[src/rtl/sipo_receiver.sv]
// Serial-in/parallel-out receiver: MSB-first frames qualified by InReady, valid/ack output handshake.
// Optional build macro SIPO_PARITY_EN appends an even-parity bit to each frame and adds ParityErr.
module sipo_receiver #(
  parameter int WIDTH = 40
) (
  input  logic             Sclk,
  input  logic             Clear_n,
  input  logic             InReady,
  input  logic             Serial_in,
  input  logic             s2p_ack,
  output logic [WIDTH-1:0] Parallel_out,
  output logic             DataValid,
  output logic             Busy,
  output logic             FrameErr,
`ifdef SIPO_PARITY_EN
  output logic             ParityErr,
`endif
  output logic             Overrun
);

`ifdef SIPO_PARITY_EN
  localparam int FRAME_LEN = WIDTH + 1;
`else
  localparam int FRAME_LEN = WIDTH;
`endif
  localparam int CNT_W = $clog2(WIDTH + 2);
  localparam logic [CNT_W-1:0] LAST_IDX = CNT_W'(FRAME_LEN - 1);

  typedef enum logic {IDLE, SHIFT} state_t;

  state_t           state_q, state_d;
  logic [CNT_W-1:0] bitCount_q, bitCount_d;
  logic [WIDTH-1:0] shift_q, shift_d;
  logic [WIDTH-1:0] parOut_q, parOut_d;
  logic             valid_q, valid_d;
  logic             frameErr_q, frameErr_d;
  logic             overrun_q, overrun_d;
`ifdef SIPO_PARITY_EN
  logic             parityErr_q, parityErr_d;
`endif

  logic             wordDone;
  logic             wordOk;
  logic [WIDTH-1:0] word;

  always_ff @(posedge Sclk) begin
    if (!Clear_n) begin
      state_q     <= IDLE;
      bitCount_q  <= '0;
      shift_q     <= '0;
      parOut_q    <= '0;
      valid_q     <= 1'b0;
      frameErr_q  <= 1'b0;
      overrun_q   <= 1'b0;
`ifdef SIPO_PARITY_EN
      parityErr_q <= 1'b0;
`endif
    end else begin
      state_q     <= state_d;
      bitCount_q  <= bitCount_d;
      shift_q     <= shift_d;
      parOut_q    <= parOut_d;
      valid_q     <= valid_d;
      frameErr_q  <= frameErr_d;
      overrun_q   <= overrun_d;
`ifdef SIPO_PARITY_EN
      parityErr_q <= parityErr_d;
`endif
    end
  end

  always_comb begin
    state_d     = state_q;
    bitCount_d  = bitCount_q;
    shift_d     = shift_q;
    parOut_d    = parOut_q;
    valid_d     = valid_q;
    frameErr_d  = frameErr_q;
    overrun_d   = overrun_q;
    wordDone    = 1'b0;
`ifdef SIPO_PARITY_EN
    parityErr_d = parityErr_q;
    // The last frame bit is parity; the data word is already fully shifted in.
    word        = shift_q;
    wordOk      = ((^shift_q) == Serial_in);
`else
    word        = {shift_q[WIDTH-2:0], Serial_in};
    wordOk      = 1'b1;
`endif

    case (state_q)
      IDLE: begin
        bitCount_d = '0;
        if (InReady) begin
          shift_d    = {{(WIDTH-1){1'b0}}, Serial_in};
          bitCount_d = CNT_W'(1);
          state_d    = SHIFT;
        end
      end
      SHIFT: begin
        if (InReady) begin
          if (bitCount_q == LAST_IDX) begin
            wordDone   = 1'b1;
            shift_d    = '0;
            bitCount_d = '0;
            state_d    = IDLE;
          end else begin
            shift_d    = {shift_q[WIDTH-2:0], Serial_in};
            bitCount_d = bitCount_q + 1'b1;
          end
        end else begin
          frameErr_d = 1'b1;
          shift_d    = '0;
          bitCount_d = '0;
          state_d    = IDLE;
        end
      end
      default: begin
        state_d    = IDLE;
        bitCount_d = '0;
      end
    endcase

    // A good word is taken if the holding register is free or being acked this edge.
    if (wordDone && wordOk) begin
      if (!valid_q || s2p_ack) begin
        parOut_d = word;
        valid_d  = 1'b1;
      end else begin
        overrun_d = 1'b1;
      end
    end else begin
`ifdef SIPO_PARITY_EN
      if (wordDone) begin
        frameErr_d  = 1'b1;
        parityErr_d = 1'b1;
      end
`endif
      if (s2p_ack) valid_d = 1'b0;
    end
  end

  assign Parallel_out = parOut_q;
  assign DataValid    = valid_q;
  assign Busy         = (state_q == SHIFT);
  assign FrameErr     = frameErr_q;
  assign Overrun      = overrun_q;
`ifdef SIPO_PARITY_EN
  assign ParityErr    = parityErr_q;
`endif

endmodule

[config.mk]
export PLATFORM = sky130hd
export DESIGN_NAME = sipo_receiver
export DESIGN_NICKNAME = d
export VERILOG_FILES = /design/src/rtl/sipo_receiver.sv
export SDC_FILE = /design/constraint.sdc
export NUM_CORES = 1
export LEC_CHECK = 0
export CAP_MARGIN = 0
export CORE_MARGIN = 3
export CORE_UTILIZATION = 45
export CTS_CLUSTER_DIAMETER = 40
export DETAILED_ROUTE_END_ITERATION = 10
export PLACE_DENSITY_LB_ADDON = 0.25
export RECOVER_POWER = 25
export SKIP_CTS_REPAIR_TIMING = 1
export SYNTH_ARGS = -nofsm -noshare
export SYNTH_HDL_FRONTEND = slang
export SYNTH_SLANG_ARGS = --single-unit
[constraint.sdc]
create_clock -name Sclk -period 3.34 [get_ports Sclk]
set_clock_uncertainty 0.05 [all_clocks]
set_input_delay 1.002 -clock Sclk [delete_from_list [all_inputs] [get_ports Sclk]]
set_output_delay 1.002 -clock Sclk [all_outputs]
set_load 0.02 [all_outputs]
==> out/metrics.yaml <==
status: "completed"
synth_fp_nets: 312
cap_violations: 0
grt_pass1_wl_microns: 10400
cp_max_fo: 23
utilization_pct: 57.4
clkTransAtPathRegs_ns: 0.08
rsz0062_at_grt: "false"
synth_cells: 306
seq_area_frac_synth_pct: 55.6
synth-seq-cells: 89
min_path_type: "reg -> reg"
antenna_cells: 0
cts_tree: "done"
synth_common_cells: "89 x dfxtp_1, 82 x nand2_1, 40 x mux2i_1"
syn_area_sq_um: 3210
p_comb_share_pct: 2.4
area_growth_pct: 23.0
hp-start: "Parallel_out[15]$_SDFFE_PN0P_"
drtAntennaViolNets: 0
intPower_uw: 1500
io_buffers: 48
arrival_ns: 2.79
yosysWarnings: 0
die_h_microns: 90.4
nNetsFinal: 354
p_switching_uw: 392
viasPerCell: 5.05
io_pins: 49
period_share_pct: 77.2
startpoint_type: "primary input"
fin_crit_ns: 2.58
die_w_microns: 90.4
fin_area_sq_um: 3950
worstPathRequired_ns: 3.55
timing.rr.end: "Parallel_out[21]$_SDFFE_PN0P_"
row_count: 30
hold_violations: 0
wl_microns: 5930
switching_share_pct: 20.8
slew_violations: 0
drc_errors: 0
hold_depth: 2
grt_max_degree: 59
first_global_vias: 2215
hold_ws_ns: 0.406
synth.most_common_cell: "dfxtp_1"
ys_async_sr_fraction_pct: 0
endpoint_kind: "flip-flop"
yosys.area.top_type: "dfxtp_1"
max_freq_mhz: 388
clkLatencyLatePin_ns: 0.34
fin_tns_setup_ns: 0
synth_edf_count: 0
first_pass_iters: 4
peakVddDrop_uv: 191
vias: 2267
p_leak_uw: 0.00144
synth_area_leaders: "dfxtp_1 56%, mux2i_1 12%, a22o_1 10%"
wl_per_cell_microns: 13.2
dieArea_sq_um: 8170
synth_top_area_share_pct: 55.6
syn_avg_cell_area_sq_um: 10.5
synth_flop_cell: "dfxtp_1"
core_region_area_sq_um: 6870
cts.path.max_buffers: 2
slew_headroom_pct: 62.5
antenna_found_initial: 0
setup_viol: 0
rr_worst_depth: 5
dpl.hpwl_microns: 3730
pre_cts_slack_ns: 0.516
overflow: 0
holdPathEnd: "Parallel_out[15]$_SDFFE_PN0P_"
crit_type: "in -> reg"
initial_core_util_pct: 46.7
layout_setup_ws_ns: 0.762
clockPowerShare_pct: 41.1
numCtsBuffers: 9
worst_slew_pin_slew_ns: 0.562
clkSinkCount: 89
final_layout_size_suffix_gt1_share_pct: 7.37
pwr_density_cell_nw_per_um2: 478
htreeDepth: 3
rr_startpoint: "bitCount_q[0]$_SDFF_PN0_"
ys_types: 30
clockRootBuffer: "clkbuf_8"
gp_congestion: 0.763
postPlaceCellArea_sq_um: 3740
rrSetupSlack_ns: 1.40
seqPwrFrac_pct: 56.4
drt_iter0_drc: 80
nFillCells: 616
grt_usage_pct: 15.4
-- cell type report --
class / instances / area (sq um) / area share, %
sequential: 89 / 1780 / 45.2
multi-input combinational: 194 / 1310 / 33.2
tap: 96 / 120 / 3.04
clock buffer: 11 / 131 / 3.33
timing repair buffer: 54 / 520 / 13.2
clock inverter: 5 / 80.1 / 2.03
-- layer usage --
| layer | vias up | part of all wire, % | track usage, % |
|---|---|---|---|
| li1 | 1131 | - | - |
| met1 | 1086 | 52 | 20.9 |
| met2 | 40 | 43 | 23.2 |
| met3 | 10 | 3.4 | 4.33 |
| met4 | 0 | 1.6 | 6.12 |
| met5 | - | 0 | 0 |
-- logic make-up (layout without fill, tap and decap cells) --
| group | after synthesis | in the layout | synth area share (%) |
|---|---|---|---|
| fa+ha+maj | 1 | 1 | 0.390 |
| simple gates | 103 | 103 | 14.5 |
| compound gates | 47 | 47 | 12.3 |
| mux | 40 | 40 | 12.5 |
| flops | 89 | 89 | 55.6 |
| xor+xnor | 3 | 3 | 0.820 |
| buf+inv | 23 | 70 | 3.98 |
-- per-stage QoR --
stage	power, uW	instances
finish	1890	449
global placement	1140	433
global route	1960	449
floorplan	1120	306
detailed placement	1140	433
CTS	1910	449
-- power groups by stage --
stage | clock network, uW | registers, uW | logic [uW]
finish | 776 | 1070 | 45.6
global route | 840 | 1070 | 50.8
global placement | 0 | 1090 | 45.9
CTS | 801 | 1070 | 46.4
floorplan | 0 | 1090 | 29.5
detailed placement | 0 | 1090 | 46.3
-- state kept, by name, indices dropped and copies added (netlist names) --
signal	cells
Parallel_out	40
shift_q	39
bitCount_q	6
Busy	1
DataValid	1
FrameErr	1
Overrun	1
-- critical path, stage by stage --
cell           delay (ns)
dlygate4sd3_1        0.69
nand2_1              0.17
nor4_4               0.26
buf_4                0.42
mux2i_1              0.25
-- placed cells by master, fill, tap and decap left out, drive strengths merged, types with 2 or more instances in the layout --
master	n
xnor2	2
a21oi	2
mux2i	40
nor2b	2
clkinvlp	2
o21a	3
nand2	83
bufinv	2
dfxtp	89
clkdlybuf4s50	21
nor2	3
nand3	4
buf	7
a22o	38
clkbuf	11
nor3b	2
dlygate4sd3	26
and2	3
-- worst max path at each step --
stage,slack (ns),start,endpoint,cells past startpoint
finish,0.76,InReady,Parallel_out[21]$_SDFFE_PN0P_,5
global route,0.62,InReady,Parallel_out[20]$_SDFFE_PN0P_,5
CTS,0.78,Busy$_SDFF_PN0_,Busy,1
detailed placement,0.52,InReady,Parallel_out[18]$_SDFFE_PN0P_,5
global placement,0.59,InReady,Parallel_out[17]$_SDFFE_PN0P_,5
floorplan,1.33,Clear_n,shift_q[18]$_SDFFE_PN0P_,5
Note: power is estimated with default switching activity, not from simulation.
